<file path="src/rtl/izh_param_loader.sv">
// Byte-stream front-end for the Izhikevich core: decodes parameter/stimulus frames,
// commits parameters atomically and generates the integration-step enable pulse.
module izh_param_loader #(
  parameter logic [7:0] HDR_PARAM = 8'hA5,
  parameter logic [7:0] HDR_STIM  = 8'h5A,
  parameter int         STEP_DIV  = 4,
  parameter int         TIMEOUT   = 255,
  parameter logic [7:0] A_RST     = 8'd2,
  parameter logic [7:0] B_RST     = 8'd51,
  parameter logic [7:0] C_RST     = 8'd133,
  parameter logic [7:0] D_RST     = 8'd8
) (
  input  logic       clk,
  input  logic       reset,
  input  logic [7:0] rx_data,
  input  logic       rx_valid,
  output logic       rx_ready,
  input  logic       run,
  output logic [7:0] param_a,
  output logic [7:0] param_b,
  output logic [7:0] param_c,
  output logic [7:0] param_d,
  output logic       params_ready,
  output logic [7:0] stimulus_out,
  output logic       enable_out,
  output logic       frame_err
);
  localparam int IW = $clog2(TIMEOUT + 1);
  localparam int CW = (STEP_DIV > 1) ? $clog2(STEP_DIV) : 1;

  typedef enum logic [2:0] {S_IDLE, S_PA, S_PB, S_PC, S_PD, S_PCHK, S_COMMIT, S_SVAL} state_t;

  state_t          state_q, state_d;
  logic [7:0]      stg_a_q, stg_b_q, stg_c_q, stg_d_q;
  logic [7:0]      stg_a_d, stg_b_d, stg_c_d, stg_d_d;
  logic [7:0]      live_a_q, live_b_q, live_c_q, live_d_q;
  logic [7:0]      live_a_d, live_b_d, live_c_d, live_d_d;
  logic            rdy_q, rdy_d, err_q, err_d, en_q, en_d;
  logic [7:0]      stim_q, stim_d;
  logic [IW-1:0]   idle_q, idle_d;
  logic [CW-1:0]   cnt_q, cnt_d;
  logic            acc, gate;
  logic [7:0]      chk_val;

  assign rx_ready = (state_q != S_COMMIT);
  assign acc      = rx_valid && rx_ready;
  assign chk_val  = HDR_PARAM ^ stg_a_q ^ stg_b_q ^ stg_c_q ^ stg_d_q;
  assign gate     = run && rdy_q;

  always_comb begin
    state_d  = state_q;
    stg_a_d  = stg_a_q;
    stg_b_d  = stg_b_q;
    stg_c_d  = stg_c_q;
    stg_d_d  = stg_d_q;
    live_a_d = live_a_q;
    live_b_d = live_b_q;
    live_c_d = live_c_q;
    live_d_d = live_d_q;
    rdy_d    = rdy_q;
    stim_d   = stim_q;
    err_d    = 1'b0;
    idle_d   = '0;
    case (state_q)
      S_IDLE: begin
        if (acc && rx_data == HDR_PARAM)     state_d = S_PA;
        else if (acc && rx_data == HDR_STIM) state_d = S_SVAL;
      end
      S_COMMIT: begin
        live_a_d = stg_a_q;
        live_b_d = stg_b_q;
        live_c_d = stg_c_q;
        live_d_d = stg_d_q;
        rdy_d    = 1'b1;
        stg_a_d  = '0;
        stg_b_d  = '0;
        stg_c_d  = '0;
        stg_d_d  = '0;
        state_d  = S_IDLE;
      end
      default: begin
        // An expired idle counter wins over a byte arriving the same cycle.
        if (idle_q == IW'(TIMEOUT)) begin
          state_d = S_IDLE;
          err_d   = 1'b1;
          stg_a_d = '0;
          stg_b_d = '0;
          stg_c_d = '0;
          stg_d_d = '0;
        end else if (acc) begin
          case (state_q)
            S_PA: begin stg_a_d = rx_data; state_d = S_PB;   end
            S_PB: begin stg_b_d = rx_data; state_d = S_PC;   end
            S_PC: begin stg_c_d = rx_data; state_d = S_PD;   end
            S_PD: begin stg_d_d = rx_data; state_d = S_PCHK; end
            S_PCHK: begin
              if (rx_data == chk_val) begin
                state_d = S_COMMIT;
              end else begin
                state_d = S_IDLE;
                err_d   = 1'b1;
                stg_a_d = '0;
                stg_b_d = '0;
                stg_c_d = '0;
                stg_d_d = '0;
              end
            end
            default: begin stim_d = rx_data; state_d = S_IDLE; end
          endcase
        end else begin
          idle_d = idle_q + 1'b1;
        end
      end
    endcase
  end

  // Step divider restarts from zero whenever the gate drops.
  always_comb begin
    cnt_d = '0;
    en_d  = 1'b0;
    if (gate) begin
      en_d  = (cnt_q == CW'(STEP_DIV - 1));
      cnt_d = en_d ? '0 : cnt_q + 1'b1;
    end
  end

  always_ff @(posedge clk) begin
    if (reset) begin
      state_q  <= S_IDLE;
      stg_a_q  <= '0;
      stg_b_q  <= '0;
      stg_c_q  <= '0;
      stg_d_q  <= '0;
      live_a_q <= A_RST;
      live_b_q <= B_RST;
      live_c_q <= C_RST;
      live_d_q <= D_RST;
      rdy_q    <= 1'b0;
      stim_q   <= '0;
      err_q    <= 1'b0;
      idle_q   <= '0;
      cnt_q    <= '0;
      en_q     <= 1'b0;
    end else begin
      state_q  <= state_d;
      stg_a_q  <= stg_a_d;
      stg_b_q  <= stg_b_d;
      stg_c_q  <= stg_c_d;
      stg_d_q  <= stg_d_d;
      live_a_q <= live_a_d;
      live_b_q <= live_b_d;
      live_c_q <= live_c_d;
      live_d_q <= live_d_d;
      rdy_q    <= rdy_d;
      stim_q   <= stim_d;
      err_q    <= err_d;
      idle_q   <= idle_d;
      cnt_q    <= cnt_d;
      en_q     <= en_d;
    end
  end

  assign param_a      = live_a_q;
  assign param_b      = live_b_q;
  assign param_c      = live_c_q;
  assign param_d      = live_d_q;
  assign params_ready = rdy_q;
  assign stimulus_out = stim_q;
  assign enable_out   = en_q;
  assign frame_err    = err_q;
endmodule
</file>
<file path="config.mk">
export PLATFORM = sky130hd
export DESIGN_NAME = izh_param_loader
export DESIGN_NICKNAME = d
export VERILOG_FILES = /design/src/rtl/izh_param_loader.sv
export SDC_FILE = /design/constraint.sdc
export NUM_CORES = 1
export LEC_CHECK = 0
export CAP_MARGIN = 0
export CORE_ASPECT_RATIO = 1.75
export CORE_MARGIN = 2
export CORE_UTILIZATION = 55
export DETAILED_ROUTE_END_ITERATION = 8
export PLACE_DENSITY_LB_ADDON = 0.12
export SETUP_SLACK_MARGIN = 0.02
export SYNTH_ARGS = -nofsm -noshare
export SYNTH_HDL_FRONTEND = slang
export SYNTH_SLANG_ARGS = --single-unit
export TNS_END_PERCENT = 100
</file>
<file path="constraint.sdc">
create_clock -name clk -period 2.3 [get_ports clk]
set_input_delay 0.46 -clock clk [delete_from_list [all_inputs] [get_ports clk]]
set_output_delay 0.46 -clock clk [all_outputs]
set_load 0.1 [all_outputs]
</file>
== After elaboration in Yosys (flattened, before gate mapping) ==
Index checks and enable logic that the tools add are counted.
W data, S select, Z words.

* Word-level logic and storage cells: 91
* Register bits after elaboration: 88
* Bits of input ports: 12
* Output and inout port bits: 44

* Add/sub/neg operators: 2
* Reduce and logical (&&, ||, !) cells: 23
* Equality and inequality tests: 14
* Bitwise logic cells: 9
* Mux-type cells: 28

{| class="wikitable"
|+ Operator list
! operator !! number
|-
| $pmux W8 S2 || 8
|-
| $mux W8 || 9
|-
| $xor A8 B8 Y8 || 3
|-
| $reduce_and A4 Y1 || 5
|-
| $reduce_bool A4 Y1 || 5
|-
| $eq A8 B8 Y1 const B || 2
|-
| $mux W3 || 5
|-
| $pmux W3 S5 || 1
|-
| $reduce_or A5 Y1 || 2
|-
| $eq A3 B3 Y1 const B || 3
|-
| $add A8 B1 Y8 const B || 1
|-
| $eq A8 B7 Y1 const B || 1
|-
| $eq A8 B8 Y1 || 1
|-
| $eq A3 B2 Y1 const B || 2
|-
| $ne A3 B3 Y1 const B || 2
|-
| $pmux W3 S2 || 1
|-
| $reduce_or A3 Y1 || 2
|-
| $not A1 Y1 || 5
|-
| $logic_and A1 B1 Y1 || 4
|-
| $mux W1 || 4
|-
| $ne A4 B3 Y1 const B || 1
|-
| $not A4 Y4 || 1
|-
| $reduce_or A2 Y1 || 2
|-
| $eq A3 B1 Y1 const B || 1
|-
| 5 further kinds || 5
|}

== Logic depth before layout (Yosys ltp) ==
Gate-level depths: netlist of run 1.

* Depth in word-level cells: 10
* Mapped depth: 9
* Depth with buffers taken out: 7

== Worst setup path before layout of run 1 ==
Ideal clock, no wire load.

* Path kind: register to output
* From: register state_q[1]
* To: output port rx_ready
* Path slack: -0.160 ns
* Required time: 1.840 ns
* Cell stages (with the launch flop): 7
* Arrival time: 2.000 ns
* Path buffers: 3
* Cell sequence: dfxtp_1 buf_2 nand2_1 nor2_1 inv_1 clkbuf_1 clkbuf_1

* Word-level cells in the longest chain between the ends: 1

{| class="wikitable"
|+ Ends and longest elaborated chain
! what !! RTL line !! RTL
|-
| start: declaration || 33 || <nowiki>state_t state_q, state_d;</nowiki>
|-
| start signal: assignment || 145 || <nowiki>state_q <= state_d;</nowiki>
|-
| $ne A3 B3 Y1 || 45 || <nowiki>assign rx_ready = (state_q != S_COMMIT);</nowiki>
|-
| end: declaration || 17 || <nowiki>output logic rx_ready,</nowiki>
|}

No other way between the ends.

== Worst setup path after layout of run 1 ==
* From: input port rx_data[2]
* To: register stg_c_q[3]

* Word-level cells in the longest chain between the ends: 3

{| class="wikitable"
|+ Ends and longest elaborated chain
! what !! RTL line !! RTL
|-
| start: declaration || 15 || <nowiki>input logic [7:0] rx_data,</nowiki>
|-
| $eq A8 B8 Y1 || 97 || <nowiki>if (rx_data == chk_val) begin</nowiki>
|-
| $ne A4 B3 Y1 (no line) || -- ||
|-
| $reduce_and A4 Y1 (no line) || -- ||
|-
| end signal: assignment || 148 || <nowiki>stg_c_q <= stg_c_d;</nowiki>
|-
| end: declaration || 34 || <nowiki>logic [7:0] stg_a_q, stg_b_q, stg_c_q, stg_d_q;</nowiki>
|}

No other way between the ends.
A chain may end at the register's enable or synchronous reset.

==> results.md, run 1 <==
* Yosys warns at 0
* All-layer global routing usage at 27.9%
* Synth cell types at 53
* Cell area after synthesis at 4190 um^2
* Pwr Density at 774 nW/um^2
* Post-Synthesis Cells at 474
* Worst slack at placement at -0.353 ns
* Starting Density at 56.1%
* Slew Viols, Final at 0
* Minimum clock period at 2.22 ns
* Worst skew pair latency at 0.34 ns
* DRC viols at 0
* Detailed router's first-iteration violation count at 168
* Vias in the first global route at 3557
* CTS tree: yes
* Worst-Margin Slew at 0.692 ns
* Post-synth EDFFs at 0
* Crit Path Max Fanout at 8
* Synthesized flop and latch total at 88
* CTS H-Tree Depth at 3
* P&R area growth vs syn at 26.3%
* Largest net degree at the start of global routing at 37
* Die Y at 119 um
* Status: finished clean
* GRT overflow at 0
* Worst path arrival time at 2.46 ns
* Vias per cell at 5.86
* Slew headroom at 53.9%
* Final #Nets at 561
* Worst-path clk slew at 0.06 ns
* Initial antenna violation count at 0
* Synth Net Count at 488
* Highest clock rate at 0.451 GHz
* PortBufs at 55
* Rows at 42
* Antenna viol nets, final at 0
* CTS Root Cell: clkbuf_16
* Final Hold Fails at 0
* Overall routed net length at 11200 um
* IR drop worst, VDD at 608 uV
* Antenna diodes at 0
* Startpoint types: input pin
* Mean Syn Cell Area at 8.83 um^2
* I/O pins at 56
* Synth Flop Type: dfxtp_1
* Die width at 70.0 um
* CTS Buf Count at 9
* Hold Buf Count CTS at 0
* Clk sink count at 88
* Buffer depth of the longest clock path at 2
* RSZ-0062 raised after global routing: no
* WP data required at 2.54 ns
* Worst Setup Slack, final at 0.0817 ns
* Endpoint class of the critical path: register
* HPWL Detailed at 8310 um
* Period utilization at 96.4%
* Final setup viols at 0
* Die footprint at 8360 um^2
* WL/cell at 17.6 um
* Cell area after layout at 5290 um^2
* First-pass GRT wire length at 17900 um
* MaxCap Viol Count at 0
* Crit Path Category: in -> reg
* Sequential share of the synthesized area at 42.1%
* Fillers at 621
* Placed inst area at 4900 um^2
* Share of layout cells above drive strength 1 at 24.5%
* Core area at 7460 um^2
* Leakage at 0.00234 uW
* Routability cong. at 0.921
* Drt first pass iters at 4
* Min-delay worst type: reg -> reg
* Ys async rst share at 0%
* Via Count at 3746
* Skew final at 0.00596 ns
## cell type report
class | count | area [um^2] | share of cell area, %
Clock inverter | 3 | 42.5 | 0.804
Multi-Input combinational cell | 326 | 2240 | 42.3
Inverter | 23 | 86.3 | 1.63
Timing Repair Buffer | 99 | 805 | 15.2
Sequential cell | 88 | 1760 | 33.3
Tap cell | 88 | 110 | 2.08
Clock buffer | 12 | 246 | 4.66
## cell usage after synthesis, types with 5 or more instances
library cell	number	area (um^2)
nor2_1	33	124
a21oi_1	33	165
xnor2_1	14	123
a41o_1	16	160
xor2_1	9	78.8
xnor3_1	7	158
inv_1	22	82.6
mux2i_1	8	80.1
a21o_1	5	37.5
nand3_1	37	185
buf_2	13	65.1
and4_1	9	78.8
dfxtp_1	88	1760
o21ai_0	5	25.0
o211ai_1	12	90.1
clkbuf_1	17	63.8
o41ai_1	6	52.6
nand2_1	76	285
nor3_1	10	50.1
or2_2	5	31.3
## power by group
part	switching, uW	leakage [uW]	internal (uW)	total [uW]
Clock	565	0.000139	863	1430
Combinational	591	0.00150	421	1010
Sequential	74.7	0.000709	1580	1650
## cell usage in the layout, fill, tap and decap left out, types with 4 or more instances in the layout
master | netlist | routed
dfxtp_1 | 88 | 88
buf_4 | 2 | 85
nand2_1 | 76 | 76
nand3_1 | 37 | 37
nor2_1 | 33 | 32
a21oi_1 | 33 | 32
inv_1 | 22 | 22
a41o_1 | 16 | 16
o211ai_1 | 12 | 12
nor3_1 | 10 | 10
xnor2_1 | 14 | 9
xor2_1 | 9 | 9
and4_1 | 9 | 9
clkbuf_16 | 0 | 9
mux2i_1 | 8 | 8
clkdlybuf4s50_1 | 0 | 8
o41ai_2 | 2 | 7
xnor3_1 | 7 | 5
xnor2_2 | 0 | 5
a21o_1 | 5 | 5
or2_2 | 5 | 5
o21ai_0 | 5 | 4
## per-layer routing
metal	global-route usage, %	wire (um)
met1	31.4	4410
met5	0	0
met2	47.4	5650
met4	16.2	626
met3	6.43	541
## metrics by stage
stage               cells  total power (uW)  setup TNS, ns  utilization, %  hold slack (ns)
detailed placement    622              2640          -9.72            65.7            0.437
CTS                   639              4090              0            70.1            0.446
global route          639              4260              0            70.9            0.450
finish                639              4090              0            70.9            0.442
global placement      622              2620          -8.51            65.7            0.417
floorplan             474              2330              0               -            0.408
## registers in the layout (all words and copies together) (netlist names)
name / count
idle_q: 8
params_ready: 1
param_a: 8
stg_d_q: 8
stg_c_q: 8
param_c: 8
state_q: 3
stimulus_out: 8
stg_a_q: 8
cnt_q: 2
param_b: 8
enable_out: 1
frame_err: 1
stg_b_q: 8
param_d: 8
## worst max-delay path, stage by stage
cell and delay, ns:
clkdlybuf4s50_1 0.50, xnor3_1 0.43, xnor2_2 0.17, nor4_4 0.27, buf_4 0.18, a2bb2oi_2 0.06, buf_4 0.17, o41ai_1 0.22
## path summary, 6_finish.rpt
check / startpoint / depth (start not counted) / to / slack (ns)
setup / recovery: rx_data[2] / 8 / stg_c_q[3]$_SDFFE_PP0P_ / 0.08
hold / removal: cnt_q[0]$_SDFF_PP0_ / 1 / cnt_q[0]$_SDFF_PP0_ / 0.44
setup reg to reg: idle_q[0]$_SDFF_PP0_ / 5 / stg_c_q[3]$_SDFFE_PP0P_ / 0.20
hold reg to reg: cnt_q[0]$_SDFF_PP0_ / 1 / cnt_q[0]$_SDFF_PP0_ / 0.44
## cells by family after synthesis
| kind of cell | after synthesis | share of synthesized area (%) |
|---|---|---|
| fa+ha+maj | 2 | 0.597 |
| flops | 88 | 42.1 |
| simple gates | 189 | 22.0 |
| buf+inv | 60 | 6.48 |
| mux | 8 | 1.91 |
| compound gates | 96 | 17.8 |
| xor+xnor | 31 | 9.14 |
## timing repair
action	4_1_cts	5_1_grt
pin swaps	3	1
resized for setup	5	11
setup endpoints to repair	3	20
setup buffers	2	0
Power figures use the tool's default switching activity.
==> run 2, diff against run 1 <==
--- a/config.mk
+++ b/config.mk
@@ -8,7 +8,7 @@
 export CAP_MARGIN = 0
 export CORE_ASPECT_RATIO = 1.75
 export CORE_MARGIN = 2
-export CORE_UTILIZATION = 55
+export CORE_UTILIZATION = 45
 export DETAILED_ROUTE_END_ITERATION = 8
 export PLACE_DENSITY_LB_ADDON = 0.12
 export SETUP_SLACK_MARGIN = 0.02
==> run 2 against run 1 <==
- routed wire length is 4.6% higher
- critical endpoint is now stg_c_q[0]$_SDFFE_PP0P_
- final cell count up 4.5%
- maximum frequency increased by 1.4%
- global-route usage down 3.9 points
- worst hold slack about the same
- sequential power barely moved
- highest routed layer unchanged
- first-iteration DRC count is 33% higher
- via count decreased by 1.6%
- sequential share of layout area is essentially flat
- clock skew rose by 0.0012 ns
- count of clock-buffer cells in the layout shrank 2
- non-clock buffer count fell by 2
==> results.md, run 2 (synthesis results as in run 1) <==
* Vias in the first global route at 3579
* Cells after DPL at 652
* RSZ-0062 raised after global routing: no
* FF-to-FF End: stg_c_q[0]$_SDFFE_PP0P_
* I/O pins at 56
* Core area at 9040 um^2
* Worst skew pair latency at 0.34 ns
* Crit path capture: stg_c_q[0]$_SDFFE_PP0P_
* GRT overflow at 0
* CTS H-Tree Depth at 3
* Worst path arrival time at 2.43 ns
* Final setup viols at 0
* Skew final at 0.00711 ns
* P&R area growth vs syn at 26.3%
* Reg2Reg Setup Slack at 0.12 ns
* Crit Path Category: in -> reg
* Worst setup path startpoint: rx_data[0]
* Detailed router's first-iteration violation count at 223
* Min-delay worst type: reg -> reg
* FF-to-FF Start: stg_d_q[1]$_SDFFE_PP0P_
* CTS Buf Count at 9
* Starting Density at 46.3%
* Combinational Power Share at 24.6%
* All-layer global routing usage at 24.0%
* HPWL Detailed at 8700 um
* Rows at 46
* Slew Viols, Final at 0
* Crit Path Max Fanout at 8
* Vias per cell at 5.52
* Worst-Margin Slew at 0.457 ns
* Die footprint at 10100 um^2
* Drt first pass iters at 4
* Hold Buf Count CTS at 0
* Via Count at 3685
* Die Y at 132 um
* CTS tree: yes
* Int Power at 2870 uW
* Final #Nets at 559
* Die width at 76.9 um
* WL/cell at 17.6 um
* PortBufs at 55
* Clock group share of total power at 35.3%
* Buffer depth of the longest clock path at 2
* First-pass GRT wire length at 18900 um
* Highest clock rate at 0.457 GHz
* Period utilization at 95.2%
* WP data required at 2.54 ns
* DRC viols at 0
* IR drop worst, VDD at 430 uV
* Clk sink count at 88
* Largest net degree at the start of global routing at 33
* Most frequent cells in the layout: dfxtp_1, buf_4, nand2_1
* Share of layout cells above drive strength 1 at 23.9%
* Final Hold Fails at 0
* Overall routed net length at 11700 um
* Antenna diodes at 0
* Non-filler cells, final at 668
* Total net switching power at 1280 uW
* CTS Root Cell: clkbuf_16
* Minimum clock period at 2.19 ns
* Worst-path clk slew at 0.06 ns
* Leakage at 0.00230 uW
* Status: finished clean
* Sequential share of power at 40.1%
* Pwr Density at 784 nW/um^2
* Startpoint types: input pin
* Total power at 4150 uW
* Initial antenna violation count at 0
* FF-to-FF path depth at 6
* Most common cell after layout, fill and taps aside: dfxtp_1
* Fillers at 841
* Routability cong. at 0.916
* Endpoint class of the critical path: register
* Slew headroom at 69.5%
* Antenna viol nets, final at 0
* Sw Share at 30.8%
* MaxCap Viol Count at 0
## run 2: per-layer routing
| layer | global-route usage, % | vias to the layer above | routed length [um] |
|---|---|---|---|
| li1 | - | 1813 | - |
| met1 | 27.3 | 1764 | 4650 |
| met2 | 43.3 | 91 | 6370 |
| met3 | 3.64 | 17 | 454 |
| met4 | 11.2 | 0 | 267 |
| met5 | 0 | - | 0 |
## run 2: worst max-delay path: stages
cell and delay (ns):
clkdlybuf4s50_1 0.54, xnor3_1 0.34, xnor2_1 0.17, nor4_4 0.40, a2bb2oi_2 0.09, buf_4 0.19
o41ai_2 0.23
## run 2: metrics by stage
step / hold slack (ns) / cell area, um^2 / utilization, % / TNS [ns] / setup WS [ns]
2_1_floorplan: 0.408 / 4190 / - / 0 / 0.268
3_3_place_gp: 0.417 / 4920 / 54.4 / -10.50 / -0.523
3_5_place_dp: 0.437 / 4920 / 54.4 / -11.34 / -0.492
4_1_cts: 0.446 / 5230 / 57.9 / 0 / 0.00815
5_1_grt: 0.471 / 5290 / 58.5 / 0 / 0.0311
6_report: 0.442 / 5290 / 58.5 / 0 / 0.111
## run 2: layout make-up
type                            instances  area, um^2  share of cell area, %
Multi-Input combinational cell        326        2210                   41.7
Inverter                               23        86.3                   1.63
Tap cell                              120         150                   2.84
Sequential cell                        88        1760                   33.3
Clock buffer                           10         239                   4.52
Clock inverter                          4        55.1                   1.04
Timing Repair Buffer                   97         790                   14.9
## run 2: repair_timing
| item | in CTS | in global routing |
|---|---|---|
| gates resized for setup | 6 | 8 |
| pin swaps | 1 | 5 |
| endpoints found under the setup margin | 16 | 20 |
| setup buffers | 1 | 1 |
## run 2: how the worst min path moves through the flow
stage	from	to	slack, ns	cells past startpoint
after floorplan	cnt_q[0]$_SDFF_PP0_	cnt_q[0]$_SDFF_PP0_	0.41	1
after global placement	cnt_q[0]$_SDFF_PP0_	cnt_q[0]$_SDFF_PP0_	0.42	1
after detailed placement	cnt_q[0]$_SDFF_PP0_	cnt_q[0]$_SDFF_PP0_	0.44	1
after CTS	cnt_q[0]$_SDFF_PP0_	cnt_q[0]$_SDFF_PP0_	0.45	1
after global routing	param_a[6]$_SDFFE_PP0P_	param_a[6]$_SDFFE_PP0P_	0.47	2
final	cnt_q[0]$_SDFF_PP0_	cnt_q[0]$_SDFF_PP0_	0.44	1
## run 2: power by group through the flow
stage / Combinational (uW) / Clock (uW) / Sequential [uW]
finish: 1020 / 1460 / 1660
global route: 1100 / 1560 / 1670
CTS: 990 / 1500 / 1660
detailed placement: 973 / 0 / 1690
global placement: 969 / 0 / 1690
floorplan: 648 / 0 / 1680
==> run 3, diff against run 2 <==
==> constraint.sdc (replaced) <==
create_clock -name clk -period 2 [get_ports clk]
set_input_delay 0.4 -clock clk [delete_from_list [all_inputs] [get_ports clk]]
set_output_delay 0.4 -clock clk [all_outputs]
set_load 0.1 [all_outputs]
==> run 3 against run 2 <==
- final cell count rose by 3.7%
- global-route usage rose by 0.67 points
- critical path type is now reg -> reg
- combinational power rose by 33%
- sequential share of layout area fell by 1.7 points
- routed wire length rose by 4.4%
- worst setup slack got worse by 0.091 ns
==> results.md, run 3 (synthesis results as in run 1) <==
* WP data required at 2.23 ns
* Rows at 46
* Minimum clock period at 1.98 ns
* Hold path endpoint: state_q[2]$_SDFFE_PP0P_
* Max incr delay on CP at 0.54 ns
* Critical-path cell list: ha_2, nand4_1, or4_4, a32o_2, a41o_1
* Vias per cell at 5.44
* Non-filler cells, final at 693
* Fillers at 808
* Hold Buf Count CTS at 0
* Core area at 9040 um^2
* Slew Viols, Final at 0
* Placed inst area at 5090 um^2
* GRT overflow at 0
* Highest clock rate at 0.505 GHz
* Pwr Density at 868 nW/um^2
* Hold path cells at 2
* Final Hold Fails at 0
* Crit Path Max Fanout at 8
* IR drop worst, VDD at 527 uV
* Worst-path clk slew at 0.07 ns
* Die footprint at 10100 um^2
* First-pass GRT wire length at 19600 um
* FF-to-FF Start: idle_q[0]$_SDFF_PP0_
* Reg2Reg Setup Slack at 0.02 ns
* Die Y at 132 um
* Clk sink count at 88
* Worst skew pair latency at 0.34 ns
* HPWL Detailed at 9060 um
* CTS Buf Count at 9
* Cell area after layout at 5630 um^2
* Min-delay worst type: in -> reg
* Overall routed net length at 12300 um
* I/O pins at 56
* Crit Path Category: reg -> reg
* Hold Crit Start: reset
* CTS H-Tree Depth at 3
* Cells after DPL at 670
* DRC viols at 0
* Leakage at 0.00249 uW
* Detailed router's first-iteration violation count at 281
* Skew final at 0.00661 ns
* Setup TNS at 0 ns
* Buf/Inv on CP at 0
* Most frequent cells in the layout: buf_4, dfxtp_1, nand2_1
* Most common cell after layout, fill and taps aside: buf_4
* Drt first pass iters at 4
* Final #Nets at 582
* Via Count at 3767
* Endpoint class of the critical path: register
* MaxCap Viol Count at 0
* Status: finished clean
* Slew headroom at 59.3%
* Period utilization at 99.0%
* All-layer global routing usage at 24.7%
* Antenna diodes at 0
* Share of layout cells above drive strength 1 at 32.1%
* Largest net degree at the start of global routing at 38
* CTS tree: yes
* PortBufs at 55
* Buffer depth of the longest clock path at 2
* Worst path arrival time at 2.21 ns
* Starting Density at 46.3%
* Crit path max-delay family: simple AND/OR/NAND/NOR gates
* FF-to-FF path depth at 5
* Slowest cell on the critical path: or4_4
* Routability cong. at 0.959
* Worst setup path startpoint: idle_q[0]$_SDFF_PP0_
* CTS Root Cell: clkbuf_16
* WL/cell at 17.7 um
* Die width at 76.9 um
* RSZ-0062 raised after global routing: yes
* P&R area growth vs syn at 34.5%
* Initial antenna violation count at 0
* FF-to-FF End: stg_a_q[6]$_SDFFE_PP0P_
* Startpoint types: register
* Final setup viols at 0
* Vias in the first global route at 3796
* Worst-Margin Slew at 0.607 ns
* Antenna viol nets, final at 0
==> run 3: timing repair <==
action	in CTS	in global routing
setup endpoints to repair	37	29
buffers inserted	5	3
pin swaps	15	7
gates resized for setup	33	24
==> run 3: per-layer routing <==
| metal | global-route usage, % | routed length (um) | up-vias |
|---|---|---|---|
| met5 | 0 | 0 | - |
| met4 | 13.9 | 699 | 0 |
| met3 | 3.37 | 500 | 41 |
| met2 | 44.7 | 6530 | 98 |
| met1 | 27.0 | 4540 | 1771 |
| li1 | - | - | 1857 |
==> run 3: worst max path at each step <==
| stage | end | slack, ns | cells past startpoint |
|---|---|---|---|
| after floorplan | stg_a_q[0]$_SDFFE_PP0P_ | 0.02 | 8 |
| after global placement | state_q[2]$_SDFFE_PP0P_ | -0.62 | 7 |
| after detailed placement | stg_b_q[1]$_SDFFE_PP0P_ | -0.68 | 6 |
| after CTS | stg_a_q[6]$_SDFFE_PP0P_ | 0.02 | 5 |
| after global routing | stg_a_q[6]$_SDFFE_PP0P_ | -0.04 | 6 |
| final | stg_a_q[6]$_SDFFE_PP0P_ | 0.02 | 5 |
==> run 3: through the flow <==
stage	power, uW	hold slack [ns]	util [%]	setup slack [ns]
finish	4890	0.423	62.4	0.0199
CTS	4850	0.417	60.9	0.0209
detailed placement	3180	0.431	56.3	-0.685
global route	5100	0.446	62.4	-0.0447
floorplan	2690	0.408	-	0.0241
global placement	3160	0.417	56.3	-0.616
==> run 3: report_power, final <==
group,switching (uW),internal (uW),total [uW]
Sequential,98.7,1830,1920
Combinational,745,612,1360
Clock,751,858,1610
==> run 3: cell type report <==
| cell class | count | area [um^2] | area share [%] |
|---|---|---|---|
| Sequential cell | 88 | 1780 | 31.6 |
| Timing Repair Buffer | 120 | 982 | 17.4 |
| Clock inverter | 7 | 55.1 | 0.977 |
| Multi-Input combinational cell | 326 | 2350 | 41.8 |
| Inverter | 23 | 86.3 | 1.53 |
| Tap cell | 120 | 150 | 2.66 |
| Clock buffer | 9 | 225 | 4.00 |
==> run 3: worst register-to-register path: cells and delay by family (launching register included) <==
family                   cells  cell delay, ns
AND/OR/NAND/NOR              2            0.71
AO/OA/AOI/OAI                2            0.64
flip-flops                   1            0.33
adder cells (fa/ha/maj)      1            0.18
